--- src/rtl/program_table_ctrl.sv ---
// Program table controller: counts triggers per program and issues a dispatch
// beat (program id + instruction base) once a program reaches its threshold.
// Handshakes: a beat transfers on the rising edge where valid && ready are both high;
// the producer holds valid and the payload stable until that edge.
module program_table_ctrl #(
  parameter int PROGRAM_TABLE_ENTRY = 32,
  parameter int MAX_TRIGGER_VALUE   = 32,
  parameter int INST_ADDR_WIDTH     = 8,
  localparam int PW = $clog2(PROGRAM_TABLE_ENTRY),
  localparam int CW = $clog2(MAX_TRIGGER_VALUE),
  localparam int IW = INST_ADDR_WIDTH
) (
  input  logic          clk_i,
  input  logic          rst_n_i,
  input  logic          program_id_vld_i,
  output logic          program_id_rdy_o,
  input  logic [PW-1:0] program_id_payload_i,
  input  logic          program_id_triggerd_i,
  input  logic          program_cfg_vld_i,
  input  logic [PW-1:0] program_cfg_id_i,
  input  logic [CW-1:0] program_cfg_threshold_i,
  input  logic [IW-1:0] program_cfg_inst_addr_i,
  output logic          dispatch_vld_o,
  input  logic          dispatch_rdy_i,
  output logic [PW-1:0] dispatch_program_o,
  output logic [IW-1:0] dispatch_inst_addr_o,
  output logic [CW-1:0] program_count_o
);

  typedef enum logic [1:0] {S_IDLE, S_FETCH, S_UPDATE, S_ISSUE} state_e;

  state_e        state_q, state_d;
  logic [PW-1:0] id_q, id_d;
  logic          trig_q, trig_d;
  logic [CW-1:0] rd_count_q, rd_count_d;
  logic [CW-1:0] rd_thr_q, rd_thr_d;
  logic [IW-1:0] rd_addr_q, rd_addr_d;
  logic [CW-1:0] program_count_q, program_count_d;
  logic [PW-1:0] disp_prog_q, disp_prog_d;
  logic [IW-1:0] disp_addr_q, disp_addr_d;

  // Table storage is deliberately not reset.
  logic [CW-1:0] count_mem [PROGRAM_TABLE_ENTRY];
  logic [CW-1:0] thr_mem   [PROGRAM_TABLE_ENTRY];
  logic [IW-1:0] addr_mem  [PROGRAM_TABLE_ENTRY];

  logic          wr_en;
  logic [PW-1:0] wr_idx;
  logic [CW-1:0] wr_count, wr_thr;
  logic [IW-1:0] wr_addr;
  logic          access_fire;
  logic [CW-1:0] thr_eff, count_inc;

  assign program_id_rdy_o     = (state_q == S_IDLE);
  assign dispatch_vld_o       = (state_q == S_ISSUE);
  assign dispatch_program_o   = disp_prog_q;
  assign dispatch_inst_addr_o = disp_addr_q;
  assign program_count_o      = program_count_q;

  assign access_fire = program_id_vld_i && program_id_rdy_o;
  assign thr_eff     = (rd_thr_q == '0) ? CW'(1) : rd_thr_q;
  assign count_inc   = rd_count_q + CW'(1);

  always_comb begin
    state_d         = state_q;
    id_d            = id_q;
    trig_d          = trig_q;
    rd_count_d      = rd_count_q;
    rd_thr_d        = rd_thr_q;
    rd_addr_d       = rd_addr_q;
    program_count_d = program_count_q;
    disp_prog_d     = disp_prog_q;
    disp_addr_d     = disp_addr_q;
    // The config port owns the single write port whenever it strobes.
    wr_en           = program_cfg_vld_i;
    wr_idx          = program_cfg_id_i;
    wr_count        = '0;
    wr_thr          = program_cfg_threshold_i;
    wr_addr         = program_cfg_inst_addr_i;

    case (state_q)
      S_IDLE: begin
        if (access_fire) begin
          id_d       = program_id_payload_i;
          trig_d     = program_id_triggerd_i;
          rd_count_d = count_mem[program_id_payload_i];
          rd_thr_d   = thr_mem[program_id_payload_i];
          rd_addr_d  = addr_mem[program_id_payload_i];
          state_d    = S_FETCH;
        end
      end
      S_FETCH: begin
        program_count_d = rd_count_q;
        state_d         = S_UPDATE;
      end
      S_UPDATE: begin
        if (!program_cfg_vld_i) begin
          if (!trig_q) begin
            state_d = S_IDLE;
          end else begin
            wr_en   = 1'b1;
            wr_idx  = id_q;
            wr_thr  = rd_thr_q;
            wr_addr = rd_addr_q;
            if (count_inc == thr_eff) begin
              wr_count    = '0;
              disp_prog_d = id_q;
              disp_addr_d = rd_addr_q;
              state_d     = S_ISSUE;
            end else begin
              wr_count = count_inc;
              state_d  = S_IDLE;
            end
          end
        end
      end
      S_ISSUE: begin
        if (dispatch_rdy_i) state_d = S_IDLE;
      end
      default: state_d = S_IDLE;
    endcase
  end

  always_ff @(posedge clk_i or negedge rst_n_i) begin
    if (!rst_n_i) begin
      state_q         <= S_IDLE;
      id_q            <= '0;
      trig_q          <= 1'b0;
      rd_count_q      <= '0;
      rd_thr_q        <= '0;
      rd_addr_q       <= '0;
      program_count_q <= '0;
      disp_prog_q     <= '0;
      disp_addr_q     <= '0;
    end else begin
      state_q         <= state_d;
      id_q            <= id_d;
      trig_q          <= trig_d;
      rd_count_q      <= rd_count_d;
      rd_thr_q        <= rd_thr_d;
      rd_addr_q       <= rd_addr_d;
      program_count_q <= program_count_d;
      disp_prog_q     <= disp_prog_d;
      disp_addr_q     <= disp_addr_d;
    end
  end

  always_ff @(posedge clk_i) begin
    if (wr_en) begin
      count_mem[wr_idx] <= wr_count;
      thr_mem[wr_idx]   <= wr_thr;
      addr_mem[wr_idx]  <= wr_addr;
    end
  end

endmodule

--- config.mk ---
export PLATFORM = sky130hd
export DESIGN_NAME = program_table_ctrl
export DESIGN_NICKNAME = d
export VERILOG_FILES = /design/src/rtl/program_table_ctrl.sv
export SDC_FILE = /design/constraint.sdc
export NUM_CORES = 1
export LEC_CHECK = 0
export ABC_CLOCK_PERIOD_IN_PS = 3100
export CAP_MARGIN = 20
export CORE_AREA = 2 2 270 192
export DETAILED_ROUTE_END_ITERATION = 10
export DIE_AREA = 0 0 272 194
export PLACE_DENSITY = 0.75
export RECOVER_POWER = 100
export SYNTH_ARGS = -nofsm -noshare
export SYNTH_HDL_FRONTEND = slang
export SYNTH_SLANG_ARGS = --single-unit
--- constraint.sdc ---
create_clock -name clk_i -period 3.1 [get_ports clk_i]
set_clock_uncertainty 0.1 [all_clocks]
set_input_delay 0.62 -clock clk_i [delete_from_list [all_inputs] [get_ports clk_i]]
set_output_delay 0.62 -clock clk_i [all_outputs]
set_load 0.05 [all_outputs]
==> report_table.html, run 1 <==
<table>
<tr><th>Metric</th><th>Value</th></tr>
<tr><th colspan="2">Cells and area</th></tr>
<tr><td>Number of diodes added for antenna fixing</td><td>0</td></tr>
<tr><td>Non-filler cells, final</td><td>2057</td></tr>
<tr><td>Share of final-layout standard cells stronger than drive strength 1</td><td>24.4%</td></tr>
<tr><td>Number of inserted filler cells in the final layout</td><td>3649</td></tr>
<tr><td>Register Area</td><td>18400 um^2</td></tr>
<tr><td>Area of combinational cells with multiple inputs</td><td>5540 um^2</td></tr>
<tr><td>Post-layout instance area</td><td>28000 um^2</td></tr>
<tr><td>Area grow syn2layout</td><td>14.8%</td></tr>
<tr><td>Total Nets Final</td><td>1371</td></tr>
<tr><th colspan="2">STA</th></tr>
<tr><td>Crit path time final</td><td>2.96 ns</td></tr>
<tr><td>Share of the cycle needed by the critical path after routing</td><td>95.5%</td></tr>
<tr><td>Worst-case headroom to the max-slew limit</td><td>-14.6%</td></tr>
<tr><td>RSZ-0062 raised after global routing</td><td>no</td></tr>
<tr><td>Number of slew-limit violations in the final report</td><td>34</td></tr>
<tr><td>Setup-violating endpoint count in the final report</td><td>0</td></tr>
<tr><td>Number of hold violations in the final report</td><td>0</td></tr>
<tr><td>Transition at the pin with the smallest max-transition slack</td><td>1.72 ns</td></tr>
<tr><td>Peak clock frequency supported by timing</td><td>0.338 GHz</td></tr>
<tr><th colspan="2">Worst setup path</th></tr>
<tr><td>Endpoint arrival time on the critical path</td><td>3.10 ns</td></tr>
<tr><td>Kind of end point of the critical path</td><td>flip-flop</td></tr>
<tr><td>RR Startpoint</td><td>rd_count_q[1]$_DFFE_PN0P_</td></tr>
<tr><td>Largest fanout on the critical path</td><td>22</td></tr>
<tr><td>Category of cells accounting for the largest share of critical-path delay</td><td>buffers and inverters</td></tr>
<tr><td>R2r endpoint</td><td>count_mem[1][1]$_DFFE_PP_</td></tr>
<tr><td>Req. time, crit path</td><td>3.24 ns</td></tr>
<tr><td>Cell-by-cell listing of the critical path</td><td>clkdlybuf4s50_1 &gt; nor4bb_1 &gt; clkbuf_2 &gt; buf_4 &gt; a31oi_1 &gt; clkbuf_2 &gt; nor2_1 &gt; clkbuf_1</td></tr>
<tr><td>Register-to-register path setup slack</td><td>0.16 ns</td></tr>
<tr><td>Type of the worst setup path</td><td>in -&gt; reg</td></tr>
<tr><td>FF-to-FF path depth</td><td>7</td></tr>
<tr><td>Setup crit start kind</td><td>input pin</td></tr>
<tr><td>Number of buffers and inverters on the critical path</td><td>5</td></tr>
<tr><td>Cell repeated most along the worst path</td><td>clkbuf_2</td></tr>
<tr><td>Max stage delay on crit path</td><td>0.52 ns</td></tr>
<tr><td>Master of the slowest instance on the critical path</td><td>clkbuf_2</td></tr>
<tr><th colspan="2">Min path</th></tr>
<tr><td>Min-Delay Endpoint</td><td>dispatch_inst_addr_o[6]$_DFFE_PN0P_</td></tr>
<tr><td>Hold Crit Class</td><td>reg -&gt; reg</td></tr>
<tr><td>Hold path start</td><td>dispatch_inst_addr_o[6]$_DFFE_PN0P_</td></tr>
<tr><td>Number of cells on the worst hold path</td><td>1</td></tr>
<tr><th colspan="2">Die</th></tr>
<tr><td>Die extent in y</td><td>194 um</td></tr>
<tr><td>Starting density of the core</td><td>48.6%</td></tr>
<tr><td>Number of top-level pins</td><td>49</td></tr>
<tr><td>Floorplan die area</td><td>52800 um^2</td></tr>
<tr><td># rows</td><td>69</td></tr>
<tr><td>Core Region</td><td>50200 um^2</td></tr>
<tr><td>Die Span X</td><td>272 um</td></tr>
<tr><th colspan="2">Route</th></tr>
<tr><td>Total wirelength of the detailed-routed design</td><td>55.5 mm</td></tr>
<tr><td>Routed via count</td><td>12.2k</td></tr>
<tr><td>Number of detailed-route iterations in the first pass</td><td>6</td></tr>
<tr><td>Number of DRC markers in iteration 0</td><td>1599</td></tr>
<tr><td>Via/cell ratio</td><td>5.95</td></tr>
<tr><td>Post-route DRC violation count</td><td>0</td></tr>
<tr><td>Detail-routed net length per standard cell</td><td>27.0 um</td></tr>
<tr><td>ANT nets after route</td><td>0</td></tr>
<tr><th colspan="2">Logic synthesis</th></tr>
<tr><td>Number of register bits inferred by synthesis</td><td>620</td></tr>
<tr><td>Number of enable flip-flop cells after synthesis</td><td>576</td></tr>
<tr><td>Async SR Flop Fraction</td><td>7.10%</td></tr>
<tr><td>Main flop type after synthesis</td><td>edfxtp_1</td></tr>
<tr><td>Avg Cell Area, Syn</td><td>20.5 um^2</td></tr>
<tr><td>Synth warnings</td><td>0</td></tr>
<tr><td>Cell area after synthesis</td><td>24400 um^2</td></tr>
<tr><td>Post-synthesis net count</td><td>1217</td></tr>
<tr><td>Sequential cell area fraction in the yosys report</td><td>75.5%</td></tr>
<tr><td>Distinct cells, synth</td><td>51</td></tr>
<tr><td>Cells after Synth</td><td>1187</td></tr>
<tr><th colspan="2">Pwr</th></tr>
<tr><td>Switch share</td><td>25.0%</td></tr>
<tr><td>Net load switching power</td><td>4.79 mW</td></tr>
<tr><td>Maximum vdd ir drop</td><td>0.000478 V</td></tr>
<tr><td>Post-layout power</td><td>19.2 mW</td></tr>
<tr><td>Power per standard cell area</td><td>687 nW/um^2</td></tr>
<tr><td>Internal Dissipation</td><td>14.4 mW</td></tr>
<tr><td>Fraction of power consumed by sequential logic</td><td>52.5%</td></tr>
<tr><td>Power share of the clock group</td><td>34.1%</td></tr>
<tr><td>Combinational group share of total power</td><td>13.4%</td></tr>
<tr><td>Standby leakage power</td><td>9.35 nW</td></tr>
<tr><th colspan="2">Clocking</th></tr>
<tr><td>Number of buffers created by CTS</td><td>53</td></tr>
<tr><td>Max Buffers Root-to-Sink</td><td>3</td></tr>
<tr><td>Sinks on the clock net</td><td>620</td></tr>
<tr><td>Clock latency of the later-clocked register in the worst-skew pair</td><td>0.59 ns</td></tr>
<tr><td>Resized Gates After CTS</td><td>0</td></tr>
<tr><td>Clk root buf</td><td>clkbuf_16</td></tr>
<tr><td>CTS HTree Levels</td><td>2</td></tr>
<tr><td>CTS tree</td><td>done</td></tr>
<tr><td>Clock-pin slew of the registers on the worst-case setup and hold paths</td><td>0.06 ns</td></tr>
<tr><th colspan="2">Global routing</th></tr>
<tr><td>Maximum number of pins on one net before global-route repair</td><td>87</td></tr>
<tr><td>Number of antenna violations at the first check in global routing</td><td>1</td></tr>
<tr><td>Total grt overflow</td><td>0</td></tr>
<tr><td>Global-route usage over all layers</td><td>21.1%</td></tr>
<tr><td>Via count of the first global-routing pass</td><td>12.2k</td></tr>
<tr><td>Global-route wire length before repair</td><td>81.4 mm</td></tr>
<tr><th colspan="2">Place</th></tr>
<tr><td>RePlAce Congestion</td><td>0.915</td></tr>
<tr><td>Placement-stage cell area</td><td>26700 um^2</td></tr>
<tr><td>Count of port buffers added during placement</td><td>48</td></tr>
<tr><td>Half-perimeter wire length after detailed placement</td><td>35.2 mm</td></tr>
<tr><td>Placed Cells</td><td>1957</td></tr>
<tr><th colspan="2">Run</th></tr>
<tr><td>Max-cap viol count</td><td>1</td></tr>
<tr><th colspan="2">Outcome</th></tr>
<tr><td>Violated checks</td><td>max-capacitance violations, max-slew violations</td></tr>
<tr><td>Status</td><td>finished, violations left</td></tr>
</table>
==> flip-flops by register name, indices dropped and copies added, names as in the netlist <==
signal and cells:
program_count_o 5, rd_count_q 5, rd_addr_q 8, dispatch_program_o 5, thr_mem 160, dispatch_inst_addr_o 8, id_q 5, trig_q 1
rd_thr_q 5, count_mem 160, addr_mem 256, state_q 2
==> cells by family after synthesis <==
kind of cell / share of synthesized area (%)
flops: 75.5
fa+ha+maj: 0.0513
buf+inv: 1.82
mux: 16.5
simple gates: 2.54
xor+xnor: 0.364
compound gates: 3.24
==> routing by layer <==
metal	track usage, %	vias to the layer above	wire length [um]	share of wire [%]
met1	31.7	6339	23200	42
li1	-	5189	-	-
met2	30.8	611	24600	44
met4	4.95	0	1160	2.1
met5	0	-	0	0
met3	6.24	96	6490	12
==> synthesized netlist by cell type, drive strengths merged, types with 2 or more instances <==
cell	n	area, um^2
edfxtp	576	17300
mux4	116	2640
nor2	92	348
mux2i	83	831
mux2	49	552
buf	48	372
dfrtp	44	1100
a211oi	28	210
nand2	20	75.1
o22ai	18	113
a21oi	14	70.1
a2111oi	13	170
clkbuf	10	41.3
nor2b	9	58.8
inv	8	30.0
o21ai	7	35.0
a221oi	5	43.8
a22oi	5	37.5
a311oi	5	43.8
nand2b	5	31.3
nand3	5	30.0
xnor2	4	35.0
and2	2	12.5
and3	2	12.5
nand3b	2	15.0
o31ai	2	15.0
o32a	2	20.0
xnor3	2	45.0
==> worst max-delay path by stage <==
| stage | startpoint | endpoint | slack, ns | cells past startpoint |
|---|---|---|---|---|
| CTS | rd_count_q[1]$_DFFE_PN0P_ | count_mem[7][1]$_DFFE_PP_ | 0.30 | 7 |
| detailed placement | program_cfg_vld_i | thr_mem[28][0]$_DFFE_PP_ | -0.04 | 7 |
| floorplan | program_cfg_vld_i | addr_mem[12][0]$_DFFE_PP_ | 0.25 | 7 |
| global placement | program_cfg_vld_i | addr_mem[29][6]$_DFFE_PP_ | 0.06 | 7 |
| global route | program_cfg_vld_i | thr_mem[13][2]$_DFFE_PP_ | 0.03 | 7 |
| finish | program_cfg_vld_i | addr_mem[14][0]$_DFFE_PP_ | 0.14 | 8 |
==> power groups by stage <==
stage	clock network [mW]	logic [mW]	registers, mW
2_1_floorplan	0	1.36	10.4
3_3_place_gp	0	2.59	10.2
3_5_place_dp	0	2.66	10.3
4_1_cts	6.64	2.68	10.1
5_1_grt	6.97	2.73	10.1
6_report	6.55	2.58	10.1
==> stage by stage <==
stage	setup slack [ns]	hold WS, ns	utilization [%]	TNS (ns)
after floorplan	0.245	0.224	-	0
after global placement	0.0617	0.372	53.1	0
after detailed placement	-0.0421	0.384	53.1	-0.737
after CTS	0.304	0.152	56.6	0
after global routing	0.0293	0.417	55.8	0
final	0.138	0.385	55.8	0
==> layout make-up <==
| type | count | share of cell area [%] |
|---|---|---|
| Sequential cell | 620 | 65.8 |
| Multi-Input combinational cell | 501 | 19.8 |
| Clock buffer | 79 | 5.49 |
| Timing Repair Buffer | 157 | 5.16 |
| Tap cell | 674 | 3.01 |
| Clock inverter | 18 | 0.662 |
| Inverter | 8 | 0.107 |
==> placed cells by master (no fill, tap or decap), types with 10 or more instances in the layout <==
cell type / Yosys / layout
clkbuf_2: 0 / 12
mux2i_1: 83 / 83
dfrtp_1: 44 / 44
clkbuf_16: 0 / 55
nor2_1: 91 / 87
buf_12: 1 / 17
clkbuf_4: 1 / 18
buf_4: 13 / 48
clkdlybuf4s50_1: 0 / 23
dlygate4sd3_1: 0 / 21
a211oi_1: 28 / 28
o22ai_1: 18 / 18
mux4_2: 108 / 108
edfxtp_1: 576 / 576
nand2_1: 20 / 20
a21oi_1: 14 / 14
mux2_1: 9 / 10
clkbuf_1: 9 / 28
mux2_2: 40 / 39
==> repair_timing <==
action | 4_1_cts | 5_1_grt
hold endpoints to repair | 0 | 11
buffers inserted | 0 | 0
hold buffers | 0 | 1
==> worst reg2reg max path, stage by stage (launching register included) <==
cell	delay (ns)
dfrtp_1	0.46
ha_1	0.24
xnor2_1	0.26
xor2_1	0.28
nand3_1	0.18
o21ai_0	0.74
nor2_2	0.10
buf_4	0.28
Power figures use the tool's default switching activity.
==> inputs of run 2 (changes only) <==
REMOVE_ABC_BUFFERS = 1   (was not set)
==> run 2 against run 1 <==
  * The run still ends with max-capacitance violations, max-slew violations left
  * Count of clock-buffer cells in the layout fell by 6
  * Register-to-register slack better by 0.21 ns
  * Combinational power up 2%
  * Worst setup slack gained 0.033 ns
  * Die area unchanged
  * Sequential share of layout area decreased by 0.38 points
  * Non-clock buffer count rose by 9
  * Critical path depth did not move
  * Highest routed layer unchanged
==> report_table.html, run 2 (synthesized netlist as in run 1, its figures left out) <==
<table>
<tr><th>Metric</th><th>Value</th></tr>
<tr><th colspan="2">STA</th></tr>
<tr><td>Worst-case headroom to the max-slew limit</td><td>-24.6%</td></tr>
<tr><td>Number of hold violations in the final report</td><td>0</td></tr>
<tr><td>Smallest hold slack</td><td>0.383 ns</td></tr>
<tr><td>Accumulated negative setup slack</td><td>0 ns</td></tr>
<tr><td>RSZ-0062 raised after global routing</td><td>no</td></tr>
<tr><td>Setup-violating endpoint count in the final report</td><td>0</td></tr>
<tr><td>Peak clock frequency supported by timing</td><td>0.341 GHz</td></tr>
<tr><td>Number of slew-limit violations in the final report</td><td>30</td></tr>
<tr><td>Share of the cycle needed by the critical path after routing</td><td>94.5%</td></tr>
<tr><td>Transition at the pin with the smallest max-transition slack</td><td>1.87 ns</td></tr>
<tr><td>Crit path time final</td><td>2.93 ns</td></tr>
<tr><th colspan="2">Route</th></tr>
<tr><td>Routed via count</td><td>12.6k</td></tr>
<tr><td>Number of DRC markers in iteration 0</td><td>2017</td></tr>
<tr><td>ANT nets after route</td><td>0</td></tr>
<tr><td>Detail-routed net length per standard cell</td><td>28.6 um</td></tr>
<tr><td>Via/cell ratio</td><td>6.08</td></tr>
<tr><td>Number of detailed-route iterations in the first pass</td><td>5</td></tr>
<tr><td>Post-route DRC violation count</td><td>0</td></tr>
<tr><td>Total wirelength of the detailed-routed design</td><td>59.2 mm</td></tr>
<tr><th colspan="2">Cells and area</th></tr>
<tr><td>Area of combinational cells with multiple inputs</td><td>5560 um^2</td></tr>
<tr><td>Total Nets Final</td><td>1382</td></tr>
<tr><td>Largest registers in the final layout</td><td>addr_mem x256, count_mem x160, thr_mem x160</td></tr>
<tr><td>Most used cells in the layout excluding fill and tap cells</td><td>576 x edfxtp_1, 108 x mux4_2, 87 x nor2_1</td></tr>
<tr><td>Number of diodes added for antenna fixing</td><td>0</td></tr>
<tr><td>Share of final-layout standard cells stronger than drive strength 1</td><td>24.5%</td></tr>
<tr><td>Number of inserted filler cells in the final layout</td><td>3680</td></tr>
<tr><td>Register Area</td><td>18400 um^2</td></tr>
<tr><td>Area grow syn2layout</td><td>15.4%</td></tr>
<tr><td>Most common library cell in the layout ignoring fill and taps</td><td>edfxtp_1</td></tr>
<tr><td>Top reg by flops</td><td>addr_mem</td></tr>
<tr><td>Max reg flops</td><td>256</td></tr>
<tr><th colspan="2">Clocking</th></tr>
<tr><td>Clk root buf</td><td>clkbuf_16</td></tr>
<tr><td>CTS HTree Levels</td><td>2</td></tr>
<tr><td>Number of buffers created by CTS</td><td>55</td></tr>
<tr><td>Post-cts hold buffer count</td><td>1</td></tr>
<tr><td>Sinks on the clock net</td><td>620</td></tr>
<tr><td>Clock latency of the later-clocked register in the worst-skew pair</td><td>0.60 ns</td></tr>
<tr><td>CTS tree</td><td>done</td></tr>
<tr><td>Clock-pin slew of the registers on the worst-case setup and hold paths</td><td>0.06 ns</td></tr>
<tr><td>Resized Gates After CTS</td><td>0</td></tr>
<tr><td>Number of buffers inserted to repair setup after CTS</td><td>0</td></tr>
<tr><td>Max Buffers Root-to-Sink</td><td>3</td></tr>
<tr><th colspan="2">Min path</th></tr>
<tr><td>Min-Delay Endpoint</td><td>dispatch_inst_addr_o[6]$_DFFE_PN0P_</td></tr>
<tr><td>Number of cells on the worst hold path</td><td>1</td></tr>
<tr><td>Hold path start</td><td>dispatch_inst_addr_o[6]$_DFFE_PN0P_</td></tr>
<tr><td>Hold Crit Class</td><td>reg -&gt; reg</td></tr>
<tr><th colspan="2">Die</th></tr>
<tr><td>Floorplan die area</td><td>52800 um^2</td></tr>
<tr><td>Starting density of the core</td><td>48.6%</td></tr>
<tr><td>Core Region</td><td>50200 um^2</td></tr>
<tr><td>Die Span X</td><td>272 um</td></tr>
<tr><td>Die extent in y</td><td>194 um</td></tr>
<tr><td>Number of top-level pins</td><td>49</td></tr>
<tr><td># rows</td><td>69</td></tr>
<tr><th colspan="2">Worst setup path</th></tr>
<tr><td>Setup crit start kind</td><td>input pin</td></tr>
<tr><td>Type of the worst setup path</td><td>in -&gt; reg</td></tr>
<tr><td>Kind of end point of the critical path</td><td>flip-flop</td></tr>
<tr><td>Largest fanout on the critical path</td><td>18</td></tr>
<tr><td>Endpoint arrival time on the critical path</td><td>3.05 ns</td></tr>
<tr><td>Req. time, crit path</td><td>3.22 ns</td></tr>
<tr><td>Register-to-register path setup slack</td><td>0.37 ns</td></tr>
<tr><td>R2r endpoint</td><td>addr_mem[22][6]$_DFFE_PP_</td></tr>
<tr><td>RR Startpoint</td><td>state_q[0]$_DFFE_PN0P_</td></tr>
<tr><td>FF-to-FF path depth</td><td>7</td></tr>
<tr><th colspan="2">Pwr</th></tr>
<tr><td>Standby leakage power</td><td>9.40 nW</td></tr>
<tr><td>Maximum vdd ir drop</td><td>0.000479 V</td></tr>
<tr><td>Power per standard cell area</td><td>699 nW/um^2</td></tr>
<tr><th colspan="2">Outcome</th></tr>
<tr><td>Status</td><td>finished, violations left</td></tr>
<tr><td>Violated checks</td><td>max-capacitance violations, max-slew violations</td></tr>
<tr><th colspan="2">Place</th></tr>
<tr><td>Half-perimeter wire length after detailed placement</td><td>38.5 mm</td></tr>
<tr><td>Count of port buffers added during placement</td><td>48</td></tr>
<tr><td>RePlAce Congestion</td><td>0.868</td></tr>
<tr><th colspan="2">Global routing</th></tr>
<tr><td>Global-route wire length before repair</td><td>85.8 mm</td></tr>
<tr><td>Via count of the first global-routing pass</td><td>12.5k</td></tr>
<tr><td>Total grt overflow</td><td>0</td></tr>
<tr><td>Maximum number of pins on one net before global-route repair</td><td>43</td></tr>
<tr><td>Global-route usage over all layers</td><td>22.6%</td></tr>
<tr><td>Number of antenna violations at the first check in global routing</td><td>1</td></tr>
<tr><th colspan="2">Run</th></tr>
<tr><td>Max-cap viol count</td><td>1</td></tr>
</table>
-- run 2: cell types whose count changed in the layout (fill, tap and decap cells not counted), moves of 3 or more --
cell,before,now
clkbuf_4,18,0
clkbuf_1,28,37
clkbuf_2,12,21
buf_4,48,55
buf_12,17,21
bufinv_16,4,8
clkbuf_8,7,3
clkinv_2,6,9
clkinvlp_4,0,3
-- run 2: report_power, final --
group	switching, mW	internal [mW]	leakage, nW
logic	1.70	0.931	2.75
registers	0.338	9.77	5.77
clock network	2.93	4.00	0.881
-- run 2: stage by stage --
| stage | total power, mW | area, um^2 | cells | util (%) | setup slack (ns) |
|---|---|---|---|---|---|
| 6_report | 19.7 | 28100 | 2070 | 56.1 | 0.171 |
| 5_1_grt | 20.2 | 28100 | 2070 | 56.1 | 0.153 |
| 4_1_cts | 19.8 | 28400 | 2070 | 56.6 | 0.328 |
| 3_5_place_dp | 12.9 | 26600 | 1968 | 52.9 | -0.108 |
| 3_3_place_gp | 12.8 | 26600 | 1968 | 52.9 | -0.0380 |
| 2_1_floorplan | 11.6 | 24000 | 1129 | - | -2.08 |
-- run 2: cell type report --
cell class / count / share of cell area, %
inverter: 8 / 0.107
multi-input combinational: 501 / 19.8
clock inverter: 28 / 1.22
sequential: 620 / 65.4
tap: 674 / 3.00
clock buffer: 73 / 5.24
timing repair buffer: 166 / 5.29
-- run 2: worst max-delay path by stage --
stage                      startpoint                          to  slack, ns  cells after the start
2_1_floorplan       program_cfg_vld_i   count_mem[0][0]$_DFFE_PP_      -2.08                      3
3_3_place_gp        program_cfg_vld_i  count_mem[11][4]$_DFFE_PP_      -0.04                      8
3_5_place_dp        program_cfg_vld_i    thr_mem[30][2]$_DFFE_PP_      -0.11                      8
4_1_cts        state_q[0]$_DFFE_PN0P_              dispatch_vld_o       0.33                      2
5_1_grt             program_cfg_vld_i   count_mem[9][0]$_DFFE_PP_       0.15                      8
6_report            program_cfg_vld_i   addr_mem[22][6]$_DFFE_PP_       0.17                      8
-- run 2: worst max-delay path, stage by stage --
cell	delay, ns
dlygate4sd3_1	0.63
nor4bb_4	0.40
buf_12	0.22
nand3b_1	0.10
o21ai_0	0.16
nand2_1	0.22
nor2_1	0.17
clkbuf_1	0.52
-- run 2: layer usage --
layer / wire, um / GRT usage, % / vias to the layer above
met5: 0 / 0 / -
met4: 1260 / 5.29 / 0
met3: 8310 / 7.29 / 88
met2: 24400 / 30.2 / 801
met1: 25200 / 35.8 / 6504
li1: - / - / 5198
==> inputs of run 3 (changes only) <==
CORE_AREA = 2 2 227 229   (was 2 2 270 192)
DIE_AREA = 0 0 229 231   (was 0 0 272 194)
PLACE_DENSITY = 0.74   (was 0.75)
==> run 3 against run 2 <==
  * The run still ends with max-capacitance violations, max-slew violations left
  * Core utilization decreased by 0.51 points
  * Sequential power about the same
  * Non-clock buffer count decreased by 14
  * Register-to-register slack got worse by 0.15 ns
  * Final cell count decreased by 0.19%
  * Flip-flop and latch count unchanged
  * Worst hold slack got worse by 0.0036 ns
  * Worst setup slack improved by 0.016 ns
  * Sequential share of layout area decreased by 0.078 points
  * Fmax increased by 0.54%
  * First-iteration DRC count decreased by 14%
  * Critical endpoint is now dispatch_inst_addr_o[1]$_DFFE_PN0P_
  * Largest power group unchanged
==> report_table.html, run 3 (synthesized netlist as in run 1, its figures left out) <==
<table>
<tr><th>Metric</th><th>Value</th></tr>
<tr><th colspan="2">Outcome</th></tr>
<tr><td>Status</td><td>finished, violations left</td></tr>
<tr><td>Violated checks</td><td>max-capacitance violations, max-slew violations</td></tr>
<tr><th colspan="2">Die</th></tr>
<tr><td># rows</td><td>83</td></tr>
<tr><td>Die Span X</td><td>229 um</td></tr>
<tr><td>Die extent in y</td><td>231 um</td></tr>
<tr><td>Starting density of the core</td><td>48.1%</td></tr>
<tr><td>Core Region</td><td>50700 um^2</td></tr>
<tr><td>Number of top-level pins</td><td>49</td></tr>
<tr><td>Floorplan die area</td><td>52900 um^2</td></tr>
<tr><th colspan="2">Pwr</th></tr>
<tr><td>Power per standard cell area</td><td>706 nW/um^2</td></tr>
<tr><td>Standby leakage power</td><td>9.43 nW</td></tr>
<tr><td>Fraction of power consumed by sequential logic</td><td>50.9%</td></tr>
<tr><td>Combinational group share of total power</td><td>12.7%</td></tr>
<tr><td>Net load switching power</td><td>4.95 mW</td></tr>
<tr><td>Switch share</td><td>24.9%</td></tr>
<tr><td>Power share of the clock group</td><td>36.4%</td></tr>
<tr><td>Maximum vdd ir drop</td><td>0.000416 V</td></tr>
<tr><td>Internal Dissipation</td><td>14.9 mW</td></tr>
<tr><th colspan="2">Min path</th></tr>
<tr><td>Hold path start</td><td>dispatch_inst_addr_o[6]$_DFFE_PN0P_</td></tr>
<tr><td>Hold Crit Class</td><td>reg -&gt; reg</td></tr>
<tr><th colspan="2">Clocking</th></tr>
<tr><td>Clock latency of the later-clocked register in the worst-skew pair</td><td>0.59 ns</td></tr>
<tr><td>Clock-pin slew of the registers on the worst-case setup and hold paths</td><td>0.07 ns</td></tr>
<tr><td>CTS HTree Levels</td><td>2</td></tr>
<tr><td>CTS tree</td><td>done</td></tr>
<tr><td>Clk root buf</td><td>clkbuf_16</td></tr>
<tr><td>Number of buffers inserted to repair setup after CTS</td><td>0</td></tr>
<tr><td>Resized Gates After CTS</td><td>0</td></tr>
<tr><td>Post-cts hold buffer count</td><td>0</td></tr>
<tr><td>Max Buffers Root-to-Sink</td><td>3</td></tr>
<tr><td>Sinks on the clock net</td><td>620</td></tr>
<tr><td>Number of buffers created by CTS</td><td>56</td></tr>
<tr><th colspan="2">Worst setup path</th></tr>
<tr><td>Type of the worst setup path</td><td>in -&gt; reg</td></tr>
<tr><td>Master of the slowest instance on the critical path</td><td>dlygate4sd3_1</td></tr>
<tr><td>Largest fanout on the critical path</td><td>15</td></tr>
<tr><td>Critical Path Source</td><td>program_cfg_vld_i</td></tr>
<tr><td>Kind of end point of the critical path</td><td>flip-flop</td></tr>
<tr><td>Cell-by-cell listing of the critical path</td><td>dlygate4sd3_1 &gt; nor4bb_4 &gt; buf_12 &gt; buf_4 &gt; nand4_1 &gt; nor2_2 &gt; clkbuf_1 &gt; mux2_2</td></tr>
<tr><td>Max stage delay on crit path</td><td>0.61 ns</td></tr>
<tr><td>Req. time, crit path</td><td>3.47 ns</td></tr>
<tr><td>RR Startpoint</td><td>rd_count_q[0]$_DFFE_PN0P_</td></tr>
<tr><td>Endpoint arrival time on the critical path</td><td>3.29 ns</td></tr>
<tr><td>Setup crit start kind</td><td>input pin</td></tr>
<tr><th colspan="2">Route</th></tr>
<tr><td>ANT nets after route</td><td>0</td></tr>
<tr><td>Number of DRC markers in iteration 0</td><td>1735</td></tr>
<tr><td>Post-route DRC violation count</td><td>0</td></tr>
<tr><td>Detail-routed net length per standard cell</td><td>26.5 um</td></tr>
<tr><td>Total wirelength of the detailed-routed design</td><td>54.8 mm</td></tr>
<tr><td>Number of detailed-route iterations in the first pass</td><td>6</td></tr>
<tr><td>Routed via count</td><td>12.4k</td></tr>
<tr><td>Via/cell ratio</td><td>5.99</td></tr>
<tr><th colspan="2">STA</th></tr>
<tr><td>Crit path time final</td><td>2.91 ns</td></tr>
<tr><td>RSZ-0062 raised after global routing</td><td>no</td></tr>
<tr><td>Worst-case headroom to the max-slew limit</td><td>-5.15%</td></tr>
<tr><td>Share of the cycle needed by the critical path after routing</td><td>94.0%</td></tr>
<tr><td>Transition at the pin with the smallest max-transition slack</td><td>1.57 ns</td></tr>
<tr><td>Setup-violating endpoint count in the final report</td><td>0</td></tr>
<tr><td>Peak clock frequency supported by timing</td><td>0.343 GHz</td></tr>
<tr><td>Number of slew-limit violations in the final report</td><td>33</td></tr>
<tr><td>Number of hold violations in the final report</td><td>0</td></tr>
<tr><th colspan="2">Cells and area</th></tr>
<tr><td>Max reg flops</td><td>256</td></tr>
<tr><td>Number of inserted filler cells in the final layout</td><td>3840</td></tr>
<tr><td>Non-filler cells, final</td><td>2066</td></tr>
<tr><td>Number of diodes added for antenna fixing</td><td>0</td></tr>
<tr><td>Post-layout instance area</td><td>28200 um^2</td></tr>
<tr><td>Most common library cell in the layout ignoring fill and taps</td><td>edfxtp_1</td></tr>
<tr><td>Share of final-layout standard cells stronger than drive strength 1</td><td>24.8%</td></tr>
<tr><td>Total Nets Final</td><td>1369</td></tr>
<tr><td>Top reg by flops</td><td>addr_mem</td></tr>
<tr><td>Largest registers in the final layout</td><td>addr_mem x256, count_mem x160, thr_mem x160</td></tr>
<tr><td>Area grow syn2layout</td><td>15.6%</td></tr>
<tr><td>Most used cells in the layout excluding fill and tap cells</td><td>576 x edfxtp_1, 108 x mux4_2, 85 x nor2_1</td></tr>
<tr><th colspan="2">Global routing</th></tr>
<tr><td>Via count of the first global-routing pass</td><td>12.2k</td></tr>
<tr><td>Global-route usage over all layers</td><td>20.7%</td></tr>
<tr><td>Total grt overflow</td><td>0</td></tr>
<tr><td>Number of antenna violations at the first check in global routing</td><td>2</td></tr>
<tr><td>Maximum number of pins on one net before global-route repair</td><td>45</td></tr>
<tr><td>Global-route wire length before repair</td><td>80.1 mm</td></tr>
<tr><th colspan="2">Place</th></tr>
<tr><td>Placed Cells</td><td>1959</td></tr>
<tr><td>Count of port buffers added during placement</td><td>48</td></tr>
<tr><td>RePlAce Congestion</td><td>0.864</td></tr>
<tr><td>Placement-stage cell area</td><td>26500 um^2</td></tr>
<tr><td>Half-perimeter wire length after detailed placement</td><td>34.5 mm</td></tr>
<tr><th colspan="2">Run</th></tr>
<tr><td>Max-cap viol count</td><td>1</td></tr>
</table>
-- run 3: cell count changes in the layout (fill, tap and decap cells not counted), sizes merged --
cell	change
buf	-8
bufinv	+2
clkbuf	-16
clkinv	+10
dlymetal6s2s	+1
inv	+1
-- run 3: power by group through the flow --
| stage | clock, mW | combinational [mW] | sequential (mW) |
|---|---|---|---|
| floorplan | 0 | 1.23 | 10.4 |
| global placement | 0 | 2.49 | 10.2 |
| detailed placement | 0 | 2.58 | 10.3 |
| CTS | 7.33 | 2.59 | 10.1 |
| global route | 7.63 | 2.67 | 10.1 |
| finish | 7.24 | 2.53 | 10.1 |
-- run 3: worst paths after layout --
kind | slack, ns | cells past startpoint | end
max in group asynchronous | 0.49 | 3 | rd_addr_q[1]$_DFFE_PN0P_
worst max-delay path | 0.19 | 8 | dispatch_inst_addr_o[1]$_DFFE_PN0P_
worst min register to register | 0.38 | 1 | dispatch_inst_addr_o[6]$_DFFE_PN0P_
worst min-delay path | 0.38 | 1 | dispatch_inst_addr_o[6]$_DFFE_PN0P_
worst max register to register | 0.22 | 7 | count_mem[23][4]$_DFFE_PP_
min in group asynchronous | 0.47 | 2 | dispatch_inst_addr_o[7]$_DFFE_PN0P_
-- run 3: cell type report --
class	count	area, um^2	share of cell area, %
Clock buffer	64	1470	5.23
Clock inverter	41	473	1.68
Inverter	8	30.0	0.107
Multi-Input combinational cell	501	5540	19.7
Sequential cell	620	18400	65.3
Tap cell	680	851	3.02
Timing Repair Buffer	152	1400	4.98
-- run 3: stage by stage --
stage | setup WS (ns) | hold WS, ns | TNS (ns) | power [mW] | utilization [%]
after global routing | 0.119 | 0.411 | 0 | 20.4 | 55.6
final | 0.187 | 0.380 | 0 | 19.9 | 55.6
after detailed placement | -0.192 | 0.375 | -13.43 | 12.8 | 52.2
after floorplan | -2.08 | 0.224 | -1830.98 | 11.6 | -
after CTS | 0.332 | 0.131 | 0 | 20.0 | 56.1
after global placement | -0.218 | 0.371 | -5.68 | 12.7 | 52.2
-- run 3: metal layers --
layer | part of all wire (%) | GRT usage, % | vias to the layer above
met5 | 0.024 | 0 | -
met3 | 8.1 | 3.08 | 87
li1 | - | - | 5195
met1 | 42 | 30.4 | 6482
met2 | 47 | 32.2 | 612
met4 | 3.1 | 6.82 | 2
-- run 3: critical path: cells and delay by family --
kind	cells	cell delay, ns
buffers and inverters	4	1.53
muxes	1	0.40
and+or+nand+nor	3	0.71
